$ cat src/rtl/im_pkg.sv
// im_pkg: shared IM geometry, loader state encoding and erased-byte value
package im_pkg;
  localparam int IM_ADDR_W = 8;
  localparam int IM_DATA_W = 8;
  localparam int IM_BYTE_DEPTH = 256;
  localparam logic [IM_DATA_W-1:0] IM_ERASED_BYTE = 8'hFF;
  typedef enum logic [2:0] {IDLE, LEN, DATA, CHK, RUN} ld_state_t;
endpackage

$ cat src/rtl/im_loader_csum.sv
// im_loader_csum: clearable mod-256 byte accumulator with equality compare
//   clr   : zero the running sum
//   add   : add din into the sum this cycle
//   cmp   : byte to compare with the current sum
//   match : sum equals cmp
module im_loader_csum
  import im_pkg::*;
(
  input  logic                 clk,
  input  logic                 rst,
  input  logic                 clr,
  input  logic                 add,
  input  logic [IM_DATA_W-1:0] din,
  input  logic [IM_DATA_W-1:0] cmp,
  output logic                 match
);
  logic [IM_DATA_W-1:0] sum_q, sum_d;
  always_comb sum_d = clr ? '0 : add ? sum_q + din : sum_q;
  always_ff @(posedge clk or posedge rst)
    if (rst) sum_q <= '0;
    else sum_q <= sum_d;
  assign match = sum_q == cmp;
endmodule

$ cat src/rtl/im_loader.sv
// im_loader: length-prefixed stream loader for the 256-byte IM, shares the IM address port with the CPU PC
//   start/in_valid/in_data/in_ready : load trigger and byte stream (valid/ready)
//   cpu_pc                          : CPU fetch address, drives im_addr outside DATA
//   im_inCmd/im_addr/im_data        : IM write port (zero-latency write on the accept edge)
//   cpu_run/busy/loaded_len/err     : status
//   IM_LOADER_CHECKSUM_EN           : adds a trailing checksum byte and the CHK state
module im_loader
  import im_pkg::*;
#(
  parameter int IM_BYTE_DEPTH = 256,
  parameter int DATA_W = 8
) (
  input  logic                 clk,
  input  logic                 rst,
  input  logic                 start,
  input  logic                 in_valid,
  input  logic [DATA_W-1:0]    in_data,
  output logic                 in_ready,
  input  logic [IM_ADDR_W-1:0] cpu_pc,
  output logic                 im_inCmd,
  output logic [IM_ADDR_W-1:0] im_addr,
  output logic [DATA_W-1:0]    im_data,
  output logic                 cpu_run,
  output logic                 busy,
  output logic [8:0]           loaded_len,
  output logic                 err
);
  ld_state_t state_q, state_d;
  logic [IM_ADDR_W-1:0] wr_ptr_q, wr_ptr_d;
  logic [8:0] len_q, len_d, loaded_len_q, loaded_len_d;
  logic cpu_run_q;
  logic acc, last, in_data_phase;
  assign in_data_phase = state_q == DATA;
  assign in_ready = state_q == LEN || state_q == DATA || state_q == CHK;
  assign busy = in_ready;
  assign acc = in_valid & in_ready;
  // wr_ptr counts bytes already written, so the accepted byte is number wr_ptr+1
  assign last = ({1'b0, wr_ptr_q} + 9'd1) == len_q;
  assign im_inCmd = in_data_phase & in_valid;
  assign im_addr = in_data_phase ? wr_ptr_q : cpu_pc;
  assign im_data = in_data_phase ? in_data : '0;
  assign cpu_run = cpu_run_q;
  assign loaded_len = loaded_len_q;
`ifdef IM_LOADER_CHECKSUM_EN
  logic err_q, err_d, match;
  assign err = err_q;
  im_loader_csum u_csum (
    .clk(clk),
    .rst(rst),
    .clr(state_q == LEN),
    .add(in_data_phase & acc),
    .din(in_data),
    .cmp(in_data),
    .match(match)
  );
`else
  assign err = 1'b0;
`endif
  always_comb begin
    state_d = state_q;
    wr_ptr_d = wr_ptr_q;
    len_d = len_q;
    loaded_len_d = loaded_len_q;
`ifdef IM_LOADER_CHECKSUM_EN
    err_d = err_q;
`endif
    case (state_q)
      IDLE, RUN: if (start) begin
        state_d = LEN;
`ifdef IM_LOADER_CHECKSUM_EN
        err_d = 1'b0;
`endif
      end
      LEN: if (acc) begin
        len_d = in_data == '0 ? 9'(IM_BYTE_DEPTH) : 9'(in_data);
        wr_ptr_d = '0;
        state_d = DATA;
      end
      DATA: if (acc) begin
        wr_ptr_d = wr_ptr_q + 1'b1;
        if (last) begin
`ifdef IM_LOADER_CHECKSUM_EN
          state_d = CHK;
`else
          state_d = RUN;
          loaded_len_d = len_q;
`endif
        end
      end
`ifdef IM_LOADER_CHECKSUM_EN
      CHK: if (acc) begin
        state_d = match ? RUN : IDLE;
        loaded_len_d = match ? len_q : loaded_len_q;
        err_d = !match;
      end
`endif
      default: state_d = IDLE;
    endcase
  end
  always_ff @(posedge clk or posedge rst)
    if (rst) begin
      state_q <= IDLE;
      wr_ptr_q <= '0;
      len_q <= '0;
      loaded_len_q <= '0;
      cpu_run_q <= 1'b0;
`ifdef IM_LOADER_CHECKSUM_EN
      err_q <= 1'b0;
`endif
    end else begin
      state_q <= state_d;
      wr_ptr_q <= wr_ptr_d;
      len_q <= len_d;
      loaded_len_q <= loaded_len_d;
      cpu_run_q <= state_d == RUN;
`ifdef IM_LOADER_CHECKSUM_EN
      err_q <= err_d;
`endif
    end
endmodule

$ cat config.mk
export PLATFORM = sky130hd
export DESIGN_NAME = im_loader
export DESIGN_NICKNAME = d
export VERILOG_FILES = /design/src/rtl/im_pkg.sv /design/src/rtl/im_loader_csum.sv /design/src/rtl/im_loader.sv
export SDC_FILE = /design/constraint.sdc
export NUM_CORES = 1
export LEC_CHECK = 0
export ABC_CLOCK_PERIOD_IN_PS = 3700
export CAP_MARGIN = 20
export CORE_MARGIN = 8
export CORE_UTILIZATION = 55
export DETAILED_ROUTE_END_ITERATION = 16
export DONT_BUFFER_PORTS = 1
export HOLD_SLACK_MARGIN = 0.06
export PLACE_DENSITY = 0.69
export SETUP_SLACK_MARGIN = 0.02
export SLEW_MARGIN = 0
export SYNTH_ARGS = -nofsm -noshare
export SYNTH_HDL_FRONTEND = slang
export SYNTH_SLANG_ARGS = --single-unit
$ cat constraint.sdc
create_clock -name clk -period 3.7 [get_ports clk]
set_input_delay 0.74 -clock clk [delete_from_list [all_inputs] [get_ports clk]]
set_output_delay 0.74 -clock clk [all_outputs]
set_load 0.02 [all_outputs]
Word level (Yosys, flattened, before mapping)
Cells that the tools add are included.
Word-level totals
  bits in registers: 30
  input bits: 20
  word-level logic and storage cells: 37
Operators by class
  $add $sub $neg: 2
  equality and inequality tests: 8
  multiplexer cells: 11
  bitwise gates (word level): 2
  reduce and logical (&&, ||, !) cells: 9
Operators by type and width (number)
  8-bit 2-to-1 mux: 4
  8-bit one-hot mux with 2 select lines: 1
  3-bit 2-to-1 mux: 4
  8-bit by 1-bit adder with 9-bit output (second input constant): 1
  9-bit equality test: 1
  9-bit 2-to-1 mux: 1
  3-bit one-hot mux with 3 select lines: 1
  8-bit by 1-bit adder with 8-bit output (second input constant): 1
  8-bit zero test: 1
  3-bit by 2-bit equality test with 1-bit output (second input constant): 2
  3-bit equality test (second input constant): 2
  3-bit AND reduction: 2
  2-bit inequality test (second input constant): 2
  3-bit by 1-bit equality test with 1-bit output (second input constant): 1
  3-bit zero test: 1
  1-bit bitwise AND: 2
  1-bit logical OR: 2
  2-bit AND reduction: 1
  2-bit nonzero test: 1
  2-bit OR reduction: 1

Logic depth before layout (Yosys ltp)
  word-level depth: 7
  mapped depth: 8

Worst setup path before layout
No wires, ideal clock.
  path type: register -> output
  from: reg state_q[0]
  to: out im_data[0]
  arrival: 1.650 ns
  data required time: 2.960 ns
  setup slack: 1.310 ns
  cell stages (with the launch flop): 6
  buffers on the path: 3
  cells stage by stage: dfrtp_1 buf_2 nor3b_1 buf_2 clkbuf_1 and2_1
On the way
  cells in the longest elaborated chain, start to end: 2
Ends and longest elaborated chain
  start, declared: line im_loader.sv:28  | ld_state_t state_q, state_d;
  start signal, assigned: line im_loader.sv:111  | state_q <= state_d;
  3-bit by 2-bit equality test with 1-bit output: line im_loader.sv:33  | assign in_data_phase = state_q == DATA;
  8-bit 2-to-1 mux: line im_loader.sv:41  | assign im_data = in_data_phase ? in_data : '0;
  end, declared: line im_loader.sv:22  | output logic [DATA_W-1:0] im_data,
No other way between the ends.

Worst setup path after layout
  from: reg state_q[0]
  to: out im_inCmd
On the way
  cells in the longest elaborated chain, start to end: 2
Ends and longest elaborated chain
  3-bit by 2-bit equality test with 1-bit output: line im_loader.sv:33
  1-bit bitwise AND: line im_loader.sv:39  | assign im_inCmd = in_data_phase & in_valid;
  end, declared: line im_loader.sv:20  | output logic im_inCmd,
No other way between the ends.

==> results.yml <==
floorplan:
  die_height_um: 72.3
  die_area_um2: 5230
  initial_core_util: 0.576
  fp.dieW_um: 72.3
  row_count: 20
  core_um2: 3030
  io_pins: 50
placement:
  routabilityCongestion: 0.875
  place.detailed.hpwl_um: 3120
  dp.cells: 203
  portBuffers: 0
  pre_cts_ws_ns: 1.31
layout:
  area_delta_synth_final_pct: 4.52
  antennaDiodeCount: 0
  drive_gt1_frac: 0.236
  postLayoutCoreUtil: 0.602
  finalNetCount: 187
  finalNonFillerCells: 209
critical_path:
  cp.required_ns: 2.96
  worstSetupStartpoint: "state_q[0]"
  crit_type: "flip-flop to output pin"
  cp_num_buf_inv: 2
  crit_path_max_fanout: 21
  start_kind: "flip-flop"
  crit_family: "buffers and inverters"
  slowest_stage: "dfrtp_1"
  critPathMaxStageDelay_ns: 0.48
  path_cells: "nor3b_2 -> buf_4 -> nand2_1 -> inv_1"
  worst_setup_path_end_kind: "output pin"
  crit_arrival_ns: 1.87
  worstReg2RegStart: "wr_ptr_q[0]"
routing:
  wire_per_inst_um: 19.9
  viasPerCell: 6.24
  drt-total-wl_um: 4150
  drt_first_pass_iters: 4
  num_vias: 1305
  drt-initial-drc-count: 129
  route.detailed.drc: 0
  ant_nets: 0
clock_network:
  htreeDepth: 2
  ctsResizeCount: 0
  clock-root-buffer: "clkbuf_4"
  clock_sinks: 30
  cts-buffers-inserted: 5
  cts_tree: "done"
  clkLatencyLatePin_ns: 0.32
  clk_pin_slew_ns: 0.10
  post-cts-setup-buffers: 0
  hold_buffers: 0
  cts_buffer_depth: 2
timing:
  hold_violations: 0
  rsz0062_at_grt: "no"
  fin_tns_setup_ns: 0
  slew_viol_final: 0
  max_freq_ghz: 0.383
  period_needed_ns: 2.61
  slew_headroom: 0.505
  worst_slack_ns: 1.09
  worst_pin_slew_ns: 0.740
  finalSetupViolCount: 0
  fin_skew_ns: 0.0149
  period_share: 0.705
min_path:
  hold_class: "primary input to asynchronous set/reset pin"
global_route:
  grt_max_degree: 22
  grt_pass1_vias: 1314
  antenna_found_initial: 0
  grt_pass1_wl_um: 6780
  grt.total_usage: 0.165
  overflow: 0
logic_synthesis:
  yosysSeqAreaShare: 0.430
  postSynthCellCount: 168
  ys_warn_count: 0
  synth-async-reset-ratio: 1.00
  post-synth-top-count-cell: "dfrtp_1"
  synth_area_leaders: "dfrtp_1 43%, mux2_2 16%, o21ai_0 3.4%"
  yosys.area.top_type: "dfrtp_1"
  synth_top_area_share: 0.430
  synth_cell_types: 40
  synthFlopType: "dfrtp_1"
  synth-seq-cells: 30
  syn_nets: 189
  syn_area_per_cell_um2: 10.4
  synth_common_cells: "30 x dfrtp_1, 25 x mux2_2, 12 x o21ai_0"
  syn_area_um2: 1750
  synth-edff-count: 0
power_and_ir_drop:
  vdd_ir_drop_max_mv: 0.327
  p_leak_nw: 0.781
  p_per_area_nw_per_um2: 634
outcome:
  status: "complete, no violations"
flow_run:
  max-cap-violations: 0
-- cells by family (layout without fill, tap and decap cells) --
kind of cell / count (synthesis) / in the layout / share of synthesized area
fa+ha+maj: 1 / 1 / 0.00717
compound gates: 32 / 32 / 0.120
mux: 26 / 26 / 0.167
buf+inv: 17 / 14 / 0.0538
simple gates: 52 / 52 / 0.175
xor+xnor: 9 / 9 / 0.0452
other cells: 1 / 1 / 0.00215
flops: 30 / 30 / 0.430
-- flip-flops by register name, summed over array words and instances, names as in the netlist --
register / cells
cpu_run: 1
len_q: 9
loaded_len: 9
state_q: 3
wr_ptr_q: 8
-- power breakdown --
part	switching, W	internal, W	total [W]
logic	0.000263	0.000189	0.000452
registers	0.000113	0.000397	0.000509
clock network	0.000110	0.0000856	0.000196
total	0.000486	0.000672	0.00116
-- cell usage in the layout, fill, tap and decap left out, types with 3 or more instances in the layout --
cell	instances
dfrtp_1	30
and2_1	8
nor2_1	10
nand4_1	3
nand2_1	7
mux2_2	25
o21ai_0	12
o41ai_1	4
nor4_1	4
a21oi_1	3
inv_1	5
clkbuf_4	5
nand3_1	7
xor2_1	4
xnor2_1	5
-- final cells by class --
type | instances | area, µm²
Inverter | 5 | 18.8
Multi-Input combinational cell | 121 | 906
Sequential cell | 30 | 751
Fill cell | 251 | 1200
Timing Repair Buffer | 3 | 42.5
Tap cell | 44 | 55.1
Clock buffer | 6 | 51.3
-- final timing paths --
check / slack, ns / endpoint / cells past startpoint
max reg2reg: 1.24 / loaded_len[4] / 7
min in group clk: 0.49 / cpu_run / 1
max: 1.09 / im_inCmd / 4
min reg2reg: 0.56 / state_q[0] / 1
min: 0.40 / state_q[0] / 1
max in group asynchronous: 2.77 / loaded_len[0] / 2
-- metrics by stage --
| stage | instance area, µm² | hold slack (ns) | power [W] |
|---|---|---|---|
| floorplan | 1750 | 0.509 | 0.000897 |
| global placement | 1750 | 0.536 | 0.000946 |
| detailed placement | 1770 | 0.558 | 0.000968 |
| CTS | 1820 | 0.427 | 0.00116 |
| global route | 1820 | 0.451 | 0.00123 |
| finish | 1820 | 0.404 | 0.00116 |
-- metal layers --
metal / share of wire / routed length, µm / global-route usage / vias to the layer above
li1: - / - / - / 601
met3: 0.10 / 428 / 0.0689 / 6
met2: 0.48 / 1970 / 0.275 / 63
met4: 0.0079 / 33 / 0.0544 / 0
met1: 0.41 / 1720 / 0.185 / 635
met5: 0 / 0 / 0 / -
-- worst register-to-register path: cells and delay by family, from the launching register on --
kind	cells	cell delay (ns)
simple gates	4	0.99
flops	1	0.50
fa+ha+maj	1	0.38
mux	1	0.32
xor+xnor	1	0.15
(Power assumes the default switching activity.)
